$ cat src/rtl/quadrature_step_generator.sv
// quadrature_step_generator
//
// Emulates an EC11-style rotary encoder. Single-cycle clockwise and
// counter-clockwise requests are accumulated in a saturating signed pending
// counter. Each queued step is played out as one full two-phase quadrature
// cycle on out_a/out_b. Every phase is held for HOLD_CYCLES clocks, and the
// outputs rest at 11 for HOLD_CYCLES clocks after the last transition of each
// step, so a debouncing decoder downstream can resolve every detent.
//
// Ports:
//   clk      - system clock, rising edge
//   rst_n    - asynchronous active-low reset (abandons any running step)
//   in_cw    - one-cycle strobe, request one clockwise step
//   in_ccw   - one-cycle strobe, request one counter-clockwise step
//   out_a    - quadrature phase A, registered, idle high
//   out_b    - quadrature phase B, registered, idle high
//   busy     - high while a step is being emitted (including its rest time)
//   overflow - one-cycle pulse, a request was dropped because pending saturated

module quadrature_step_generator #(
  parameter int HOLD_CYCLES   = 200,
  parameter int PENDING_WIDTH = 4
) (
  input  logic clk,
  input  logic rst_n,
  input  logic in_cw,
  input  logic in_ccw,
  output logic out_a,
  output logic out_b,
  output logic busy,
  output logic overflow
);

  localparam int HOLD_WIDTH = $clog2(HOLD_CYCLES + 1);
  localparam int EXT_WIDTH  = PENDING_WIDTH + 2;

  localparam logic [HOLD_WIDTH-1:0]       HOLD_LAST = HOLD_WIDTH'(HOLD_CYCLES - 1);
  localparam logic signed [EXT_WIDTH-1:0] ONE_EXT   = EXT_WIDTH'(1);
  localparam logic signed [EXT_WIDTH-1:0] MAX_EXT   = EXT_WIDTH'((1 << (PENDING_WIDTH - 1)) - 1);

  typedef enum logic {IDLE, RUN} state_t;

  state_t                          state, state_n;
  logic [1:0]                      phase, phase_n;
  logic [HOLD_WIDTH-1:0]           hold, hold_n;
  logic                            dir_cw, dir_cw_n;
  logic signed [PENDING_WIDTH-1:0] pending, pending_n;
  logic                            out_a_n, out_b_n, busy_n, overflow_n;

  logic                            hold_done, step_end, start, start_cw;
  logic signed [EXT_WIDTH-1:0]     base, req, sum;

  // Output pattern after p transitions of a step (p=0 is the 11 rest).
  // CW walks 11->01->00->10, CCW is the same walk with A and B swapped.
  function automatic logic [1:0] phase_ab(input logic cw, input logic [1:0] p);
    logic a_bit, b_bit;
    a_bit = (p == 2'd0) || (p == 2'd3);
    b_bit = (p == 2'd0) || (p == 2'd1);
    return cw ? {a_bit, b_bit} : {b_bit, a_bit};
  endfunction

  // State register. Reset is asynchronous so a running step is dropped
  // immediately and the outputs snap back to the 11 rest.
  always_ff @(posedge clk or negedge rst_n) begin
    if (!rst_n) begin
      state    <= IDLE;
      phase    <= 2'd0;
      hold     <= '0;
      dir_cw   <= 1'b0;
      pending  <= '0;
      out_a    <= 1'b1;
      out_b    <= 1'b1;
      busy     <= 1'b0;
      overflow <= 1'b0;
    end else begin
      state    <= state_n;
      phase    <= phase_n;
      hold     <= hold_n;
      dir_cw   <= dir_cw_n;
      pending  <= pending_n;
      out_a    <= out_a_n;
      out_b    <= out_b_n;
      busy     <= busy_n;
      overflow <= overflow_n;
    end
  end

  // Next-state logic. In RUN, phase 1..3 means that many transitions have
  // been applied; phase wraps to 0 on the fourth transition and then marks
  // the closing rest period. A new step starts either from IDLE or right at
  // the end of that rest, in the same edge, so busy never drops in between.
  // Step-start consumption and request intake are summed in a wider signed
  // value so saturation is judged on the combined result.
  always_comb begin
    state_n    = state;
    phase_n    = phase;
    hold_n     = hold;
    dir_cw_n   = dir_cw;
    pending_n  = pending;
    out_a_n    = out_a;
    out_b_n    = out_b;
    busy_n     = busy;
    overflow_n = 1'b0;

    hold_done = (hold == HOLD_LAST);
    step_end  = (state == RUN) && hold_done && (phase == 2'd0);
    start     = ((state == IDLE) || step_end) && (pending != '0);
    start_cw  = !pending[PENDING_WIDTH-1];

    base = EXT_WIDTH'(pending);
    if (start) begin
      base = start_cw ? (base - ONE_EXT) : (base + ONE_EXT);
    end

    req = '0;
    if (in_cw && !in_ccw) begin
      req = ONE_EXT;
    end else if (in_ccw && !in_cw) begin
      req = -ONE_EXT;
    end

    sum = base + req;
    if ((req != '0) && ((sum > MAX_EXT) || (sum < -MAX_EXT))) begin
      pending_n  = base[PENDING_WIDTH-1:0];
      overflow_n = 1'b1;
    end else begin
      pending_n  = sum[PENDING_WIDTH-1:0];
    end

    if (start) begin
      state_n            = RUN;
      phase_n            = 2'd1;
      hold_n             = '0;
      dir_cw_n           = start_cw;
      busy_n             = 1'b1;
      {out_a_n, out_b_n} = phase_ab(start_cw, 2'd1);
    end else if (state == RUN) begin
      if (hold_done) begin
        hold_n = '0;
        if (phase == 2'd0) begin
          state_n = IDLE;
          busy_n  = 1'b0;
        end else begin
          phase_n            = phase + 2'd1;
          {out_a_n, out_b_n} = phase_ab(dir_cw, phase + 2'd1);
        end
      end else begin
        hold_n = hold + 1'b1;
      end
    end
  end

endmodule
$ cat config.mk
export PLATFORM = sky130hd
export DESIGN_NAME = quadrature_step_generator
export DESIGN_NICKNAME = d
export VERILOG_FILES = /design/src/rtl/quadrature_step_generator.sv
export SDC_FILE = /design/constraint.sdc
export NUM_CORES = 1
export LEC_CHECK = 0
export ABC_CLOCK_PERIOD_IN_PS = 4000
export BUFFER_PORTS_ARGS = -buffer_cell sky130_fd_sc_hd__buf_2
export CORE_MARGIN = 3
export CORE_UTILIZATION = 40
export DETAILED_ROUTE_END_ITERATION = 8
export GPL_TIMING_DRIVEN = 0
export HOLD_SLACK_MARGIN = 0.1
export PLACE_DENSITY = 0.54
export SLEW_MARGIN = 10
export SYNTH_ARGS = -nofsm -noshare
export SYNTH_HDL_FRONTEND = slang
export SYNTH_SLANG_ARGS = --single-unit
$ cat constraint.sdc
create_clock -name clk -period 4 [get_ports clk]
set_input_delay 0.4 -clock clk [delete_from_list [all_inputs] [get_ports clk]]
set_output_delay 0.4 -clock clk [all_outputs]
set_load 0.005 [all_outputs]
==> results of run 1 <==
-- per-stage QoR --
stage	area, sq um	hold slack, ps	worst slack (ps)
floorplan	1410	104	700
global placement	1500	368	408
detailed placement	1500	377	389
CTS	1560	482	340
global route	1560	498	35.3
finish	1560	482	353
-- cell usage in the layout (no fill, tap or decap), types with 3 or more instances in the layout --
cell	count
fa_1	3
clkbuf_4	3
nand4_1	3
dfrtp_1	18
a21oi_1	10
nand2_1	14
ha_1	11
nand3_1	4
and3_1	4
mux2i_1	7
o21ai_0	15
inv_1	14
buf_2	7
nor2_1	10
nor2b_1	3
xnor2_1	3
-- cell usage after synthesis, drive strengths merged (2+ instances only) --
| master | count |
|---|---|
| inv | 14 |
| o21ai | 16 |
| nand4 | 3 |
| nor2b | 3 |
| nand3 | 5 |
| dfrtp | 18 |
| mux2i | 7 |
| xnor2 | 3 |
| a211oi | 2 |
| and2 | 2 |
| fa | 3 |
| nor3b | 2 |
| or3 | 2 |
| a21oi | 10 |
| and3 | 5 |
| mux2 | 3 |
| dfstp | 2 |
| or2 | 2 |
| nor2 | 10 |
| nand2 | 15 |
| a31oi | 2 |
| ha | 11 |
-- worst max path at each step --
stage | end | slack (ps) | cells past startpoint | from
floorplan | pending[0]$_DFF_PN0_ | 700 | 10 | hold[3]$_DFFE_PN0P_
global placement | pending[1]$_DFF_PN0_ | 410 | 12 | hold[0]$_DFFE_PN0P_
detailed placement | pending[1]$_DFF_PN0_ | 390 | 12 | hold[0]$_DFFE_PN0P_
CTS | pending[1]$_DFF_PN0_ | 340 | 12 | hold[0]$_DFFE_PN0P_
global route | pending[1]$_DFF_PN0_ | 40 | 12 | hold[0]$_DFFE_PN0P_
finish | pending[1]$_DFF_PN0_ | 350 | 11 | hold[0]$_DFFE_PN0P_
-- registers in the layout, summed over array words and instances (netlist names) --
signal / flops
overflow: 1
hold: 8
phase: 2
out_a: 1
out_b: 1
busy: 1
pending: 4
state: 1
dir_cw: 1
-- final cells by class --
| cell class | instances | area, sq um | area share [%] |
|---|---|---|---|
| timing repair buffer | 8 | 45.0 | 2.88 |
| tap | 44 | 55.1 | 3.53 |
| clock inverter | 1 | 30.0 | 1.92 |
| buffer | 2 | 7.51 | 0.481 |
| multi-input combinational | 114 | 846 | 54.2 |
| clock buffer | 3 | 22.5 | 1.44 |
| sequential | 20 | 503 | 32.2 |
| inverter | 14 | 52.6 | 3.37 |
-- tightest hold or removal path: cells and delay by family --
family / cells / cell delay, ps
AO/OA/AOI/OAI: 1 / 80
adder cells (fa/ha/maj): 1 / 180
buffers and inverters: 1 / 80
-- power groups by stage --
stage | clock (uW) | combinational (uW) | sequential, uW
final | 168 | 534 | 357
after floorplan | 0 | 432 | 342
after CTS | 170 | 540 | 357
after global routing | 182 | 609 | 369
after global placement | 0 | 521 | 357
after detailed placement | 0 | 537 | 361
-- metal layers --
layer | routed length [um] | track usage (%) | vias to the layer above
li1 | - | - | 548
met2 | 1220 | 23.4 | 14
met5 | 0 | 0 | -
met3 | 81 | 2.05 | 2
met4 | 18 | 4.66 | 0
met1 | 1350 | 19.9 | 534
-- cells by family (layout without fill, tap and decap cells) --
kind of cell	Yosys count	count (layout)	share of synthesized area, %
AO/OA/AOI/OAI	36	36	17.1
XOR/XNOR	4	4	2.49
AND/OR/NAND/NOR	50	50	18.8
adder cells (fa/ha/maj)	14	14	14.0
multiplexers	10	10	7.64
buffers and inverters	16	28	4.26
flip-flops	20	20	35.7
==> impl_metrics.tcl, run 1 <==
set metrics [dict create \
    p_int_uw 633 \
    yosys_warnings 0 \
    insertion_delay_ps 310 \
    netSwitchingPower_uw 426 \
    syn_area_sq_um 1410 \
    outcome "completed" \
    grt_antenna_before_repair 0 \
    netSwitchingFraction_pct 40.2 \
    cts_tree "yes" \
    setup_violations 0 \
    holdBufCountCts 1 \
    nFillCells 316 \
    firstDrtPassIters 4 \
    crit_top_cell "ha_1" \
    core_area_sq_um 3200 \
    syn_area_per_cell_sq_um 9.39 \
    cp_cell_sequence "ha_1 -> nand4_1 -> o31ai_4 -> mux2i_1 -> ha_1 -> fa_1 -> nand3_1 -> a21oi_1 -> or2_2 -> a221oi_4 -> mux2_2" \
    grt_overflow_total 0 \
    drt_iter0_markers 34 \
    ctsResizeCount 0 \
    drv_cap 0 \
    regToRegStartpoint "hold[0]$_DFFE_PN0P_" \
    ff2ff_path_depth 11 \
    powerDensity_nw_per_um2 678 \
    yosysSeqAreaShare_pct 35.7 \
    grt_pass1_wl_um 4870 \
    post-route-drc-count 0 \
    drive_gt1_share_pct 15.4 \
    cts_made_buffers 3 \
    power.total_uw 1060 \
    holdCritStartpoint "in_ccw" \
    cts_root_buffer "clkbuf_4" \
    p_clk_share_pct 15.9 \
    r2r_slack_ps 350 \
    die_y_um 65.3 \
    critPathMaxFanout 7 \
    rsz0062_at_grt "no" \
    final_nets 181 \
    h-tree-depth 1 \
    synth_top_area_share_pct 32.0 \
    finalCritPeriodShare_pct 91.2 \
    yosysTopAreaCell "dfrtp_1" \
    maxSlewViolCount 0 \
    cts.sinks 20 \
    r2r_end "pending[1]$_DFF_PN0_" \
    ir_drop_v 0.000239 \
    wl_um 2670 \
    fin_util_pct 48.8 \
    grt_pass1_vias 1088 \
    path_delay_family "adder cells" \
    crit_type "reg -> reg" \
    synth_cells 150 \
    synthFlopType "dfrtp_1" \
    n_antenna_cell 0 \
    combPwrFrac_pct 50.4 \
    critical_path_required_ps 4190 \
    synth_area_leaders "dfrtp_1 (32%), ha_1 (9.8%), o21ai_0 (5.3%), mux2i_1 (5.0%), fa_1 (4.3%)" \
    dieArea_sq_um 4270 \
    area_growth_pct 10.8 \
    initial_core_util_pct 44.0 \
    hp-class "in -> reg" \
    worstPathArrival_ps 3840 \
    clkTransAtPathRegs_ps 130 \
    portBuffers 7 \
    min_to "overflow$_DFF_PN0_" \
    cp_slowest_cell "fa_1" \
    die_w_um 65.3 \
    gp_congestion 0.709 \
    yosysUniqueCellTypes 38 \
    grt_use_total_pct 14.5 \
    grt_max_degree 21 \
    wire_per_inst_um 13.0 \
    final_cells 206 \
    dpl.hpwl_um 2130 \
    dr_total_vias 1098 \
    fin_tns_setup_ps 0 \
    period_minus_slack_ps 3650 \
    hold_depth 3 \
    pwr-share-seq_pct 33.7 \
    start_kind "register" \
    finalHoldViolCount 0 \
    synth_seq_cells 20 \
    top_level_ports 8 \
    leakage_uw 0.000721 \
    cts_setup_buffers 0 \
    relSlewSlack_pct 67.7 \
    fmax_mhz 274 \
    crit_path_max_incr_delay_ps 470 \
    ys_async_sr_fraction_pct 100 \
    cp-end-kind "register" \
    antenna_left 0 \
    synth_edf_count 0 \
    syn_nets 168 \
    rows 20 \
    dp_cells 201 \
    worstMarginPinSlew_ps 481 \
    critical_path_buf_inv_count 0 \
    clockBufferDepth 2 \
    skew_ps 14.9 \
    via_per_inst 5.33 \
]
No activity file was read; power rests on OpenSTA's default activity.
==> run 2: changes to the inputs <==
--- a/config.mk
+++ b/config.mk
@@ -5,6 +5,7 @@
 export SDC_FILE = /design/constraint.sdc
 export NUM_CORES = 1
 export LEC_CHECK = 0
+export ABC_AREA = 1
 export ABC_CLOCK_PERIOD_IN_PS = 4000
 export BUFFER_PORTS_ARGS = -buffer_cell sky130_fd_sc_hd__buf_2
 export CORE_MARGIN = 3
==> run 2 against run 1 <==
Against the previous run:
- power increased by 17%
- clock skew decreased by 1.6 ps
- critical endpoint is now pending[2]$_DFF_PN0_
- worst hold slack better by 24 ps
- critical path type unchanged
- synthesized cell count up 15%
- clock power decreased by 30%
- count of clock-buffer cells in the layout is 1 higher
- register-to-register slack improved by 620 ps
- fmax rose by 20%
- area after synthesis is 0.27% higher
==> impl_metrics.tcl, run 2 <==
set metrics [dict create \
    outcome "completed" \
    use_met3_pct 3.59 \
    drv_cap 0 \
    layout_common_cells "nand2_1 (38), inv_1 (22), dfrtp_1 (18)" \
    wl_um 2730 \
    die_y_um 65.4 \
    dr_total_vias 1128 \
    synthFlopType "dfrtp_1" \
    cts_setup_buffers 0 \
    dpl_cell_area_sq_um 1500 \
    grt.met2_usage_pct 25.5 \
    synth_cells 173 \
    portBuffers 7 \
    worstPathArrival_ps 3220 \
    r2r_slack_ps 970 \
    cts_made_buffers 3 \
    top_level_ports 8 \
    synth_area_leaders "dfrtp_1 (32%), nand2_1 (10%), ha_1 (9.7%), inv_1 (5.8%), nand3_1 (4.6%)" \
    yosys-top-cells-count "nand2_1 (38), inv_1 (22), dfrtp_1 (18)" \
    critPathMaxFanout 5 \
    insertion_delay_ps 300 \
    syn_area_sq_um 1410 \
    syn_nets 191 \
    grt_overflow_total 0 \
    worstMarginPinSlew_ps 512 \
    period_minus_slack_ps 3030 \
    fin_tns_setup_ps 0 \
    clkTransAtPathRegs_ps 120 \
    wire_per_inst_um 11.9 \
    grt_max_degree 21 \
    powerDensity_nw_per_um2 799 \
    gp_congestion 0.731 \
    firstDrtPassIters 4 \
    n_antenna_cell 0 \
    critical_path_required_ps 4190 \
    rows 20 \
    stdcell_area_sq_um 1550 \
    final_nets 204 \
    dpl.hpwl_um 2150 \
    yosys_warnings 0 \
    p_int_uw 659 \
    start_kind "register" \
    initial_core_util_pct 44.1 \
    largest_register_ff_count 8 \
    skew_ps 13.2 \
    grt.busiest_layer "met2" \
    die_w_um 65.4 \
    top_register "hold" \
    relSlewSlack_pct 65.5 \
    grt_use_total_pct 14.8 \
    core_area_sq_um 3200 \
    rsz0062_at_grt "no" \
    cts.sinks 20 \
    post-route-drc-count 0 \
    layout_commonest_cell "nand2_1" \
    yosysTopAreaCell "dfrtp_1" \
    synth_top_area_share_pct 31.9 \
    ir_drop_v 0.000348 \
    drt_iter0_markers 33 \
    synth_seq_cells 20 \
    multiInputGateArea_sq_um 805 \
    ctsResizeCount 0 \
    netSwitchingFraction_pct 46.8 \
    yosysSeqAreaShare_pct 35.6 \
    hp-class "reg -> reg" \
    combPwrFrac_pct 60.4 \
    holdBufCountCts 1 \
    regArea_sq_um 503 \
    fmax_mhz 330 \
    cp-end-kind "register" \
    drive_gt1_share_pct 15.1 \
    via_per_inst 4.93 \
    clockBufferDepth 2 \
    h-tree-depth 1 \
    syn_area_per_cell_sq_um 8.17 \
    finalCritPeriodShare_pct 75.7 \
    nFillCells 335 \
    netSwitchingPower_uw 578 \
    maxSlewViolCount 0 \
    dieArea_sq_um 4280 \
    crit_type "reg -> reg" \
    p_clk_share_pct 9.5 \
    synth_most_common_cell "nand2_1" \
    yosysUniqueCellTypes 37 \
    cts_tree "yes" \
    pwr-share-seq_pct 30.1 \
    ys_async_sr_fraction_pct 100 \
    cts_root_buffer "clkbuf_4" \
    finalHoldViolCount 0 \
    reg.largest.list "hold x8, pending x4, phase x2" \
    gr-usage-met1_pct 19.3 \
    grt_pass1_vias 1126 \
    grt_pass1_wl_um 5000 \
    grt_antenna_before_repair 0 \
    antenna_left 0 \
    area_growth_pct 9.65 \
    setup_violations 0 \
    leakage_uw 0.000782 \
    synth_edf_count 0 \
]
## run 2: cell types whose count changed after synthesis, sizes merged, moves of 3 or more
cell	previous run	this run
a21oi	10	5
and3	5	0
inv	14	24
mux2	3	0
mux2i	7	1
nand2	15	42
nand3	5	15
nor2	10	15
nor2b	3	0
nor3	0	4
## run 2: layout make-up
class | count | share of cell area (%)
sequential | 20 | 32.5
clock buffer | 4 | 2.34
tap | 44 | 3.55
inverter | 25 | 6.06
buffer | 1 | 0.727
timing repair buffer | 8 | 2.91
multi-input combinational | 127 | 51.9
## run 2: path summary, 6_finish.rpt
check | start | to | cells past startpoint
hold reg to reg | out_b$_DFFE_PN1P_ | out_b$_DFFE_PN1P_ | 2
hold / removal | out_b$_DFFE_PN1P_ | out_b$_DFFE_PN1P_ | 2
setup / recovery | pending[0]$_DFF_PN0_ | pending[2]$_DFF_PN0_ | 15
max in group asynchronous | rst_n | out_a$_DFFE_PN1P_ | 2
min in group asynchronous | rst_n | pending[1]$_DFF_PN0_ | 2
setup reg to reg | pending[0]$_DFF_PN0_ | pending[2]$_DFF_PN0_ | 15
## run 2: layer usage
metal | wire (um) | vias up
li1 | - | 592
met1 | 1330 | 521
met2 | 1300 | 13
met3 | 80 | 2
met4 | 15 | 0
met5 | 0 | -
## run 2: kinds of logic after synthesis
group,count (synthesis),synth area share (%)
multiplexers,1,0.709
flip-flops,20,35.6
buffers and inverters,26,7.44
adder cells (fa/ha/maj),14,14.0
XOR/XNOR,4,2.48
AO/OA/AOI/OAI,27,12.0
AND/OR/NAND/NOR,81,27.8
## run 2: worst max-delay path, cell delays in order, from the launching register on
cell and delay [ps]:
dfrtp_1 390, inv_2 80, fa_1 450, fa_1 490
nand3b_1 100, nand2_1 100, ha_1 330, or2_1 250
nand3_2 100, nand2_1 100, nand2_1 80, nor2_1 50
nor2_2 180, nand2_2 120, nand2_1 80, nand2_1 50
## run 2: power groups by stage
stage | registers (uW) | logic, uW | clock network (uW)
after global routing | 386 | 875 | 134
after CTS | 373 | 760 | 123
after floorplan | 363 | 599 | 0
after detailed placement | 377 | 754 | 0
final | 373 | 747 | 117
after global placement | 372 | 724 | 0
## run 2: metrics by stage
| stage | util, % | power (uW) | hold WS [ps] | std cells | worst slack (ps) |
|---|---|---|---|---|---|
| final | 48.4 | 1240 | 506 | 229 | 970 |
| after global routing | 48.4 | 1390 | 540 | 229 | 762 |
| after CTS | 48.4 | 1260 | 511 | 229 | 979 |
| after detailed placement | 46.9 | 1130 | 381 | 224 | 1010 |
| after global placement | 46.9 | 1100 | 378 | 224 | 1070 |
| after floorplan | - | 962 | 104 | 173 | 1290 |
==> run 3: changes to the inputs <==
--- a/config.mk
+++ b/config.mk
@@ -5,8 +5,8 @@
 export SDC_FILE = /design/constraint.sdc
 export NUM_CORES = 1
 export LEC_CHECK = 0
-export ABC_AREA = 1
-export ABC_CLOCK_PERIOD_IN_PS = 4000
+export ABC_AREA = 0
+export ABC_CLOCK_PERIOD_IN_PS = 3100
 export BUFFER_PORTS_ARGS = -buffer_cell sky130_fd_sc_hd__buf_2
 export CORE_MARGIN = 3
 export CORE_UTILIZATION = 40
==> constraint.sdc (replaced) <==
create_clock -name clk -period 3.1 [get_ports clk]
set_input_delay 0.31 -clock clk [delete_from_list [all_inputs] [get_ports clk]]
set_output_delay 0.31 -clock clk [all_outputs]
set_load 0.005 [all_outputs]
==> run 3 against run 2 <==
Against the previous run:
- critical endpoint is now pending[0]$_DFF_PN0_
- critical path depth fell by 4
- core utilization is 8.8 points higher
- clock power is 14% higher
- critical path type unchanged
- worst hold slack got worse by 40 ps
- the run now ends with negative setup slack left
- highest routed layer unchanged
- sequential cell count is the same
- non-clock buffer count is 21 higher
==> impl_metrics.tcl, run 3 (same netlist as run 1, synthesis figures left out) <==
set metrics [dict create \
    outcome "complete, but fails checks" \
    violations "negative setup slack" \
    setup_violations 5 \
    regArea_sq_um 505 \
    wire_per_inst_um 14.1 \
    grt_pass1_vias 1245 \
    insertion_delay_ps 310 \
    leakage_uw 0.000813 \
    cts_made_buffers 3 \
    core_area_sq_um 3200 \
    cts.sinks 20 \
    finalHoldViolCount 0 \
    drt_iter0_markers 94 \
    path_delay_family "adder cells" \
    critPathMaxFanout 4 \
    cp_slowest_cell "fa_1" \
    critical_path_buf_inv_count 2 \
    drive_gt1_share_pct 35.7 \
    critical_path_required_ps 3310 \
    die_y_um 65.3 \
    drv_cap 0 \
    crit_type "reg -> reg" \
    gp_congestion 0.801 \
    antenna_left 0 \
    multiInputGateArea_sq_um 985 \
    die_w_um 65.3 \
    final_nets 201 \
    post-route-drc-count 0 \
    cts_tree "yes" \
    n_antenna_cell 0 \
    dr_total_vias 1193 \
    layout_common_cells "buf_4 (19), dfrtp_1 (16), nand2_1 (14), o21ai_0 (14), inv_1 (12)" \
    worstMarginPinSlew_ps 489 \
    layout_commonest_cell "buf_4" \
    finalCritPeriodShare_pct 104 \
    portBuffers 7 \
    start_kind "register" \
    nFillCells 305 \
    r2r_end "pending[0]$_DFF_PN0_" \
    ir_drop_v 0.000499 \
    dpl.hpwl_um 2110 \
    holdWs_ps 466 \
    top_register "hold" \
    area_growth_pct 29.9 \
    firstDrtPassIters 4 \
    grt_antenna_before_repair 0 \
    cp-end-kind "register" \
    rsz0062_at_grt "yes" \
    worstPathArrival_ps 3450 \
    largest_register_ff_count 8 \
    dpl_cell_area_sq_um 1540 \
    ff2ff_path_depth 11 \
    dieArea_sq_um 4270 \
    cts_root_buffer "clkbuf_4" \
    stdcell_area_sq_um 1830 \
    relSlewSlack_pct 67.2 \
    regToRegStartpoint "pending[0]$_DFF_PN0_" \
    initial_core_util_pct 44.0 \
    h-tree-depth 1 \
    clkTransAtPathRegs_ps 120 \
    skew_ps 16.0 \
    fmax_mhz 309 \
    hp-class "in -> async" \
    layout_setup_ws_ps -138 \
    rows 20 \
    wl_um 3190 \
    dp_slack_ps -469 \
    r2r_slack_ps -140 \
    cp_cell_sequence "inv_2 -> fa_1 -> fa_1 -> mux2_4 -> inv_2 -> ha_4 -> a21oi_4 -> a211oi_1 -> a31o_2 -> a221oi_4 -> mux2_4" \
    top_level_ports 8 \
    powerDensity_nw_per_um2 873 \
    grt_pass1_wl_um 5560 \
    power.total_uw 1600 \
    grt_overflow_total 0 \
    reg.largest.list "hold x8, pending x4, phase x2" \
    grt_max_degree 21 \
    crit_path_max_incr_delay_ps 440 \
    via_per_inst 5.28 \
    grt_use_total_pct 16.5 \
    maxSlewViolCount 0 \
    period_minus_slack_ps 3240 \
    clockBufferDepth 2 \
    fin_util_pct 57.1 \
]
## run 3: cell types whose count changed in the layout (fill, tap and decap cells not counted), sizes merged, moves of 3 or more
| cell | delta |
|---|---|
| mux2i | +6 |
| mux2 | +3 |
| nor2 | -5 |
| and3 | +5 |
| buf | +20 |
| nor2b | +3 |
| inv | -10 |
| a21oi | +5 |
| nor3 | -4 |
| nand3 | -10 |
| nand2 | -27 |
## run 3: how the worst max path moves through the flow
stage	startpoint	end	depth (start not counted)
after floorplan	hold[3]$_DFFE_PN0P_	pending[0]$_DFF_PN0_	11
after global placement	hold[0]$_DFFE_PN0P_	pending[0]$_DFF_PN0_	12
after global routing	hold[1]$_DFFE_PN0P_	pending[3]$_DFF_PN0_	13
after detailed placement	hold[0]$_DFFE_PN0P_	pending[1]$_DFF_PN0_	12
after CTS	hold[5]$_DFFE_PN0P_	pending[1]$_DFF_PN0_	11
final	pending[0]$_DFF_PN0_	pending[0]$_DFF_PN0_	11
## run 3: final cells by class
cell class / instances / share of cell area [%]
Clock buffer: 4 / 1.44
Multi-Input combinational cell: 114 / 53.8
Tap cell: 44 / 3.01
Inverter: 14 / 2.87
Timing Repair Buffer: 28 / 10.9
Sequential cell: 20 / 27.6
Buffer: 2 / 0.410
## run 3: metal layers
metal / wire length (um) / vias to the layer above / global-route usage [%]
met5: 0 / - / 0
met4: 17 / 0 / 3.11
met3: 108 / 4 / 3.08
met2: 1590 / 20 / 27.9
met1: 1480 / 575 / 22.2
li1: - / 594 / -
## run 3: per-stage QoR
stage / TNS (ps) / instances
CTS: -669 / 222
floorplan: -232 / 150
global route: -1480 / 226
global placement: -1640 / 201
finish: -565 / 226
detailed placement: -1760 / 201
## run 3: where the power goes
part	switching [uW]	internal, uW
clock	82.5	50.2
combinational	484	532
sequential	85.1	365
## run 3: repair_timing
item / CTS / global route
pin swaps: 7 / 7
hold endpoints to repair: 18 / 0
resized for setup: 13 / 8
endpoints found under the setup margin: 5 / 5
buffers inserted: 16 / 4
hold buffers: 1 / 0
